==> src/rtl/max7219_display_driver.sv <==
// Serialises the stopwatch digits (mm:ss.cc) to a MAX7219 over cs_n/sck/mosi.
// After reset it sends a fixed init sequence, then sends six digit-register writes per upd strobe.
module max7219_display_driver #(
  parameter int unsigned CLK_DIV   = 2,
  parameter logic [3:0]  INTENSITY = 4'hA
) (
  input  logic       clk,
  input  logic       res,
  input  logic       ena,
  input  logic       upd,
  input  logic [3:0] ces_0X,
  input  logic [3:0] ces_X0,
  input  logic [3:0] sec_0X,
  input  logic [2:0] sec_X0,
  input  logic [3:0] min_0X,
  input  logic [2:0] min_X0,
  output logic       busy,
  output logic       cs_n,
  output logic       sck,
  output logic       mosi
);

  typedef enum logic [1:0] {INIT, IDLE, REFRESH} state_t;
  typedef enum logic [1:0] {SETUP, HIGH, LOW, GAP} phase_t;

  typedef struct packed {
    logic [2:0] min_x0;
    logic [3:0] min_0x;
    logic [2:0] sec_x0;
    logic [3:0] sec_0x;
    logic [3:0] ces_x0;
    logic [3:0] ces_0x;
  } digits_t;

  localparam logic [3:0] DIV_LAST = 4'(CLK_DIV - 1);

  state_t     state_q, state_d;
  phase_t     phase_q, phase_d;
  logic [3:0] div_q, div_d;
  logic [3:0] bit_q, bit_d;
  logic [2:0] frame_q, frame_d;
  logic [2:0] frame_last;
  digits_t    snap_q, snap_d;
  logic [15:0] word;
  logic [3:0] digit;
  logic       dp;
  logic       active;
  logic       bit_out;

  // NOTE: state registers use non-blocking assignments so every flop samples pre-edge values.
  always_ff @(posedge clk) begin
    if (res) begin
      state_q <= INIT;
      phase_q <= SETUP;
      div_q   <= '0;
      bit_q   <= 4'd15;
      frame_q <= '0;
      snap_q  <= '0;
    end else begin
      state_q <= state_d;
      phase_q <= phase_d;
      div_q   <= div_d;
      bit_q   <= bit_d;
      frame_q <= frame_d;
      snap_q  <= snap_d;
    end
  end

  assign frame_last = (state_q == INIT) ? 3'd4 : 3'd5;

  // NOTE: every output of this block gets a hold default first, so no latches are inferred.
  always_comb begin
    state_d = state_q;
    phase_d = phase_q;
    div_d   = div_q;
    bit_d   = bit_q;
    frame_d = frame_q;
    snap_d  = snap_q;
    if (ena) begin
      if (state_q == IDLE) begin
        if (upd) begin
          snap_d  = {min_X0, min_0X, sec_X0, sec_0X, ces_X0, ces_0X};
          state_d = REFRESH;
          phase_d = SETUP;
          div_d   = '0;
          bit_d   = 4'd15;
          frame_d = '0;
        end
      end else if (div_q != DIV_LAST) begin
        div_d = div_q + 4'd1;
      end else begin
        div_d = '0;
        unique case (phase_q)
          SETUP: phase_d = HIGH;
          HIGH:  phase_d = LOW;
          LOW: begin
            if (bit_q == 4'd0) begin
              phase_d = GAP;
            end else begin
              bit_d   = bit_q - 4'd1;
              phase_d = HIGH;
            end
          end
          GAP: begin
            phase_d = SETUP;
            bit_d   = 4'd15;
            if (frame_q == frame_last) begin
              state_d = IDLE;
              frame_d = '0;
            end else begin
              frame_d = frame_q + 3'd1;
            end
          end
        endcase
      end
    end
  end

  // Frame word: fixed init table, or a digit-register write from the snapshot.
  always_comb begin
    digit = '0;
    dp    = 1'b0;
    word  = '0;
    case (frame_q)
      3'd0:    digit = snap_q.ces_0x;
      3'd1:    digit = snap_q.ces_x0;
      3'd2:    begin digit = snap_q.sec_0x; dp = 1'b1; end
      3'd3:    digit = {1'b0, snap_q.sec_x0};
      3'd4:    begin digit = snap_q.min_0x; dp = 1'b1; end
      3'd5:    digit = {1'b0, snap_q.min_x0};
      default: digit = '0;
    endcase
    if (state_q == INIT) begin
      case (frame_q)
        3'd0:    word = 16'h0C01;
        3'd1:    word = 16'h09FF;
        3'd2:    word = 16'h0B05;
        3'd3:    word = {12'h0A0, INTENSITY};
        default: word = 16'h0F00;
      endcase
    end else begin
      word = {5'd0, frame_q + 3'd1, dp, 3'b000, digit};
    end
  end

  always_comb begin
    bit_out = 1'b0;
    case (phase_q)
      SETUP:   bit_out = word[15];
      HIGH:    bit_out = word[bit_q];
      LOW:     bit_out = (bit_q == 4'd0) ? 1'b0 : word[bit_q - 4'd1];
      default: bit_out = 1'b0;
    endcase
  end

  // res gates the pins directly so an aborted frame releases the bus in the same cycle.
  assign active = (state_q != IDLE);
  assign busy   = res | active;
  assign cs_n   = res | ~active | (phase_q == GAP);
  assign sck    = ~res & active & (phase_q == HIGH);
  assign mosi   = ~res & active & bit_out;

endmodule

==> config.mk <==
export PLATFORM = sky130hd
export DESIGN_NAME = max7219_display_driver
export DESIGN_NICKNAME = d
export VERILOG_FILES = /design/src/rtl/max7219_display_driver.sv
export SDC_FILE = /design/constraint.sdc
export NUM_CORES = 1
export LEC_CHECK = 0
export BUFFER_PORTS_ARGS = -buffer_cell sky130_fd_sc_hd__buf_4
export CORE_ASPECT_RATIO = 0.6
export CORE_UTILIZATION = 60
export CTS_CLUSTER_DIAMETER = 200
export DETAILED_ROUTE_END_ITERATION = 6
export PLACE_DENSITY = 0.81
export SETUP_SLACK_MARGIN = 0.4
export SLEW_MARGIN = 20
export SYNTH_ARGS = -nofsm -noshare
export SYNTH_HDL_FRONTEND = slang
export SYNTH_SLANG_ARGS = --single-unit
==> constraint.sdc <==
create_clock -name clk -period 5.45 [get_ports clk]
set_clock_uncertainty 0.05 [all_clocks]
set_input_delay 1.635 -clock clk [delete_from_list [all_inputs] [get_ports clk]]
set_output_delay 1.635 -clock clk [all_outputs]
set_load 0.01 [all_outputs]
Word-level counts from Yosys, hierarchy flattened
Index checks and enable logic that the tools add are counted.
Widths: inputs -> output; s select.
{ "classes": {"addsub": 3, "mul": 0, "n_div": 0, "order_cmp": 2, "eq_ne": 15, "shifts": 0, "mux": 34, "bitwise_logic": 8, "reduce_logical": 14} }
{ "ops": {"columns": ["op", "count"], "rows": [
  ["$pmux 11 s4", 1],
  ["$mux 4", 7],
  ["$pmux 4 s6", 1],
  ["$mux 2", 9],
  ["$mux 16", 1],
  ["$mux 3", 5],
  ["$lt 4x5->1 const B", 2],
  ["$reduce_and 5->1", 2],
  ["$bmux 1 s4", 2],
  ["$pmux 2 s4", 1],
  ["$pmux 4 s2", 1],
  ["$eq 3x2->1 const B", 2],
  ["$eq 3x3->1 const B", 2],
  ["$reduce_and 3->1", 2],
  ["$mux 1", 5],
  ["$add 4x1->4 const B", 1],
  ["$eq 2x1->1 const B", 2],
  ["$eq 2x2->1 const B", 2],
  ["$logic_not 2->1", 2],
  ["$logic_not 4->1", 1],
  ["$ne 2x2->1 const B", 2],
  ["$ne 4x1->1 const B", 1],
  ["$reduce_and 4->1", 1],
  ["$reduce_bool 2->1", 2],
  ["14 further kinds", 19]
]} }
{ "totals": {"register_bits": 37, "latch_bits": 0, "ram_bits": 0, "mem_bits_ro": 0, "input_bits": 26, "out_inout_bits": 4, "wordCells": 87, "memories": 0} }

Longest topological paths before layout
Gate-level depths: netlist of the first run.
{ "logic_depth": {"depth_word": 9, "mapped_depth": 10, "ltp_nobuf": 8} }

Worst setup path after synthesis of the first run
OpenSTA, ideal clock, no wires.
{ "synth_timing": {"path_kind": "input to output", "start": "in res", "end": "out busy", "arrival_ps": 2031, "t_required_ps": 3765, "path_slack_ps": 1734, "cell_stages": 2, "n_path_buf": 1, "path_cell_list": "clkbuf_1 nand2b_1"} }
{ "synth_via": {"elab_chain_cells": 1} }
{ "synth_rtl": {"columns": ["item", "line", "rtl"], "rows": [
  ["start: declaration", "8", "input logic res,"],
  ["$or 1x1->1", "158", "assign busy = res | active;"],
  ["end: declaration", "17", "output logic busy,"]
]} }
No other way between the ends.

Worst setup path after layout of the first run
{ "layout_timing": {"start": "reg bit_q[0]", "end": "out mosi"} }
{ "layout_via": {"elab_chain_cells": 6, "word_cells_on_any_way": 9, "cone_classes": "add/sub: 1; mux: 6; bitwise: 1; reduce/logical: 1"} }
{ "layout_rtl": {"columns": ["item", "line", "rtl"], "rows": [
  ["start: declaration", "40", "logic [3:0] bit_q, bit_d;"],
  ["start signal: assignment", "63", "bit_q <= bit_d;"],
  ["$sub 4x1->4", "151", "LOW: bit_out = (bit_q == 4'd0) ? 1'b0 : word[bit_q - 4'd1];"],
  ["$bmux 1 s4", "151", null],
  ["$mux 1 (implied by the code)", "151", null],
  ["$mux 1", "151", null],
  ["$pmux 1 s3 *", "148", "case (phase_q)"],
  ["$and 1x1->1 *", "161", "assign mosi = ~res & active & bit_out;"],
  ["end: declaration", "20", "output logic mosi"]
]} }
Mark *: on every way between the ends. The rest lies on a longest branch, timed or not. The select of a mux whose other input is x is not followed.

==> results.toml, run 1 <==
[global_route]
antenna_found_initial = 0
grtUsageTotal_pct = 29.6
grt_pass1_vias = 1936
grt_first_pass_wirelength_mm = 9.10
grt-ovfl-total = 0
grt_max_degree = 41

[logic_synthesis]
synth_common_cells = "nand2_1, dfxtp_1, a21oi_1"
yosys_warnings = 0
yosysTopAreaCell = "dfxtp_1"
netlist_instances = 304
yosysSeqAreaShare_pct = 31.8
async_reset_ff_share_pct = 0
ys_ff_latch = 37
syn_area_mm2 = 0.00233
synthDistinctLibCells = 59
synth_edf_count = 0
synth_flop_cell = "dfxtp_1"
synth_top_area_share_pct = 31.8
synth_area_leaders = "dfxtp_1, nand2_1, ha_1"
syn_area_per_cell_um2 = 7.66
synth_fp_nets = 343
synth_most_common_cell = "nand2_1"

[layout]
diodes = 0
final_cell_area_mm2 = 0.00260
area.growth.synth_to_final_pct = 11.8
n_fill_cell = 333
nNetsFinal = 359
drive_gt1_share_pct = 14.0

[setup_path]
path_cells = "clkinv_1 > ha_1 > nand2_1 > a21boi_0 > nor2b_1 > and4_1 > nor4_1 > a31oi_1 > buf_4"
required_ps = 3760
criticalPathCategory = "reg -> out"
cp_max_fo = 13
cp.arrival_ps = 2890
end_kind = "output pin"
critPathLaunchType = "register"
critPathMaxStageDelay_ps = 580
slowest_stage = "dfxtp_1"

[drt]
finalWirelength_mm = 5.59
drt_iter0_drc = 161
viasPerCell = 5.99
drt_pass1_iterations = 5
drt-wirelength-per-cell_um = 15.2
postRouteAntennaNets = 0
num_vias = 2206
drcViolationCount = 0

[sta]
tns_ps = 0
min_period_ps = 4570
max_slew_margin_pct = 42.1
max_freq_mhz = 219
worst_pin_slew_ps = 865
rsz0062_at_grt = "no"
drv_slew = 0
hold_violations = 0
finalCritPeriodShare_pct = 83.9
setup-violations-final = 0

[die]
die-area_mm2 = 0.00414
die_h_um = 50.2
rows = 17
coreArea_mm2 = 0.00368
fp.dieW_um = 82.4
start_util_pct = 63.2
io_pins = 30

[run_status]
outcome = "finished clean"

[placement]
port_buffers = 29
placedInstanceArea_mm2 = 0.00250
place.gp.congestion = 1.00
dp.final_hpwl_mm = 3.96

[clock_tree]
hold_buffers = 0
cts-root-buf = "clkbuf_8"
clk_latency_ps = 300
cts_setup_buffers = 0
cts.sinks = 37
path_clk_slew_ps = 80
cts_resized = 0
htreeDepth = 2
cts_tree = "built"
numCtsBuffers = 5
cts_buffer_depth = 2

[power_and_ir_drop]
leakage_nw = 0.954
vdd_drop_max_mv = 0.146
power_density_mw_per_mm2 = 203

[min_path]
hold_path_class = "reg -> reg"

[job]
cap_violations = 0
power breakdown:
group	internal [mW]	leakage [nW]	switching [mW]	total, mW
clock network	0.117	0.0549	0.106	0.222
logic	0.0181	0.601	0.0145	0.0326
registers	0.272	0.298	0.00220	0.274
total	0.407	0.954	0.122	0.529
stage by stage:
step / std cells / setup slack, ps / util (%) / hold slack, ps / power (mW)
after global routing: 368 / 657 / 70.7 / 437 / 0.545
after global placement: 360 / 1300 / 67.8 / 398 / 0.312
after detailed placement: 360 / 1230 / 67.8 / 401 / 0.313
after CTS: 368 / 925 / 70.7 / 414 / 0.529
final: 368 / 879 / 70.7 / 415 / 0.529
after floorplan: 304 / 1730 / - / 382 / 0.294
kinds of logic (layout without fill, tap and decap cells):
group | after synthesis | count (layout) | share of synthesized area, %
DFF | 37 | 37 | 31.8
buffers and inverters | 32 | 49 | 6.56
and+or+nand+nor | 134 | 134 | 27.5
adders and majority gates | 13 | 13 | 6.99
AOI/OAI and AO/OA | 76 | 76 | 21.5
xor gates and xnor gates | 3 | 3 | 1.13
muxes | 9 | 9 | 4.46
registers in the layout (all words and copies together) (netlist names):
signal,count
state_q,2
div_q,4
frame_q,3
phase_q,2
snap_q,22
bit_q,4
final cells by class:
type	count	area, um2	share of cell area (%)
multi-input cells	235	1430	55.1
inverters	12	45.0	1.73
clock inverters	1	8.76	0.337
repair buffers	29	218	8.37
clock buffers	7	96.3	3.70
flip-flops and latches	37	741	28.5
well taps	47	58.8	2.26
worst paths after layout:
kind / start / end / slack, ps / cells past startpoint
worst max-delay path: bit_q[0] / mosi / 880 / 9
worst min-delay path: snap_q[18] / snap_q[18] / 410 / 2
worst max register to register: bit_q[0] / bit_q[2] / 3170 / 8
worst min register to register: snap_q[18] / snap_q[18] / 410 / 2
worst max-delay path: cells and delay by family (launching register included):
kind	cells	cell delay (ps)
fa+ha+maj	1	360
buf+inv	2	530
compound gates	2	460
simple gates	4	680
flops	1	580
per-layer routing:
layer | vias to the layer above | track usage (%) | share of wire [%]
met2 | 74 | 41.9 | 40
li1 | 1097 | - | -
met5 | - | 0 | 0
met3 | 9 | 6.00 | 6.9
met1 | 1026 | 44.7 | 52
met4 | 0 | 7.89 | 1.1
cells in the final DEF, fill, tap and decap left out, types with 3 or more instances in the layout:
cell      synthesis  layout
clkbuf_8          0       7
a21oi_1          32      32
o21ai_0          10      10
inv_1            11      11
nand3_1           9       9
ha_1             13      13
mux2i_1           7       7
nand2b_1          8       8
nor2_1           20      20
a211oi_1          3       3
or3_1             4       4
o21bai_1          3       3
nand2_1          60      60
xnor2_1           3       3
dfxtp_1          37      37
nor3_1            7       7
nand3b_1          3       3
buf_4             2      29
nor2b_1           5       5
a222oi_1          4       4
Power figures use the tool's default switching activity.
==> run 2: changes to the inputs <==
- CORE_UTILIZATION: 60 -> 52
- PLACE_DENSITY: 0.81 -> 0.75
- clock period: 5.45 -> 4.1 ns (I/O delays scaled with it)
==> results.toml, run 2 (same netlist as run 1, synthesis figures left out) <==
[setup_path]
cp.buffers_inverters = 2
criticalPathCategory = "reg -> out"
slowest_stage = "or4_1"
end_kind = "output pin"
crit_family = "compound AO/OA/AOI/OAI gates"
critPathMaxStageDelay_ps = 410
cp.arrival_ps = 2470
critPathLaunchType = "register"
required_ps = 2820
path_cells = "inv_4 > ha_4 > a222oi_1 > mux2_4 > a211oi_2 > a2111oi_2 > or4_1 > a31oi_1 > buf_4"
cp_max_fo = 9

[placement]
dp.final_hpwl_mm = 4.16
port_buffers = 29
place.gp.congestion = 1.02

[sta]
hold_violations = 0
setup-violations-final = 0
max_freq_mhz = 267
rsz0062_at_grt = "yes"
finalCritPeriodShare_pct = 91.5
timing.hold.ws_ps = 416
max_slew_margin_pct = 42.5
tns_ps = 0
drv_slew = 0
worst_pin_slew_ps = 860
min_period_ps = 3750

[layout]
area.growth.synth_to_final_pct = 20.2
top_regs = "snap_q x22, bit_q x4, div_q x4"
multi_input_area_mm2 = 0.00153
largest_reg_flops = 22
diodes = 0
drive_gt1_share_pct = 22.2
final_common_cell = "nand2_1"
n_fill_cell = 356
nNetsFinal = 367
ff_latch_area_um2 = 749
mostFrequentLayoutCells = "nand2_1, buf_4, dfxtp_1, a21oi_1, nor2_1"
top_register = "snap_q"

[die]
start_util_pct = 55.6
rows = 18
coreArea_mm2 = 0.00419
io_pins = 30
fp.dieW_um = 88.4
die-area_mm2 = 0.00476
die_h_um = 53.8

[drt]
num_vias = 2268
viasPerCell = 5.83
drt_iter0_drc = 283
drt_pass1_iterations = 6
drt-wirelength-per-cell_um = 15.6
finalWirelength_mm = 6.07
drcViolationCount = 0
postRouteAntennaNets = 0

[power_and_ir_drop]
leakage_nw = 1.02
vdd_drop_max_mv = 0.131
power_density_mw_per_mm2 = 261
power_uw = 731

[clock_tree]
path_clk_slew_ps = 80
cts_buffer_depth = 2
hold_buffers = 0
numCtsBuffers = 5
htreeDepth = 2
clk_latency_ps = 300
cts-root-buf = "clkbuf_8"
cts.sinks = 37
cts_tree = "built"

[global_route]
grt_pass1_vias = 1992
antenna_found_initial = 0
grt_first_pass_wirelength_mm = 9.74
grt-ovfl-total = 0
grt_max_degree = 41
grtUsageTotal_pct = 27.7

[run_status]
outcome = "finished clean"

[job]
cap_violations = 0

[min_path]
hold_path_class = "reg -> reg"
## run 2: through the flow
step | utilization (%) | cell area (um2) | setup WS [ps] | std cells
after global routing | 66.8 | 2800 | 290 | 389
after detailed placement | 60.3 | 2530 | 377 | 375
after CTS | 65.7 | 2750 | 392 | 387
after global placement | 60.3 | 2530 | 442 | 375
after floorplan | - | 2330 | 811 | 304
final | 66.8 | 2800 | 350 | 389
## run 2: path summary, 6_finish.rpt
path	from	end	slack [ps]	depth (start not counted)
worst max-delay path	frame_q[0]	mosi	350	9
worst min-delay path	snap_q[17]	snap_q[17]	420	2
worst min register to register	snap_q[17]	snap_q[17]	420	2
worst max register to register	div_q[0]	bit_q[0]	2080	6
## run 2: layout make-up
type	instances	area share, %
Multi-Input combinational cell	235	54.8
Sequential cell	37	26.8
Timing Repair Buffer	37	9.93
Tap cell	60	2.68
Clock buffer	5	2.46
Inverter	12	1.74
Clock inverter	3	1.57
## run 2: metal layers
metal / vias to the layer above / GRT usage, % / routed length [um]
met1: 1046 / 40.4 / 2940
met5: - / 0 / 0
li1: 1123 / - / -
met3: 6 / 9.20 / 583
met4: 0 / 6.72 / 56
met2: 93 / 38.7 / 2480
## run 2: what timing repair did
action / in CTS / in global routing
setup buffers: 4 / 2
pin swaps: 1 / 4
setup endpoints to repair: 1 / 1
gates resized for setup: 23 / 7
## run 2: power breakdown
| part | total [mW] | switching [mW] | leakage (nW) | internal [mW] |
|---|---|---|---|---|
| registers | 0.363 | 0.00274 | 0.300 | 0.360 |
| logic | 0.0435 | 0.0194 | 0.661 | 0.0242 |
| clock network | 0.325 | 0.143 | 0.0585 | 0.182 |
## run 2: worst register-to-register path: stages (launching register included)
cell and delay (ps):
dfxtp_1 400, ha_1 170, nor3b_1 220, mux2i_1 160, nor2b_1 350, nand3_1 230, a211o_1 330
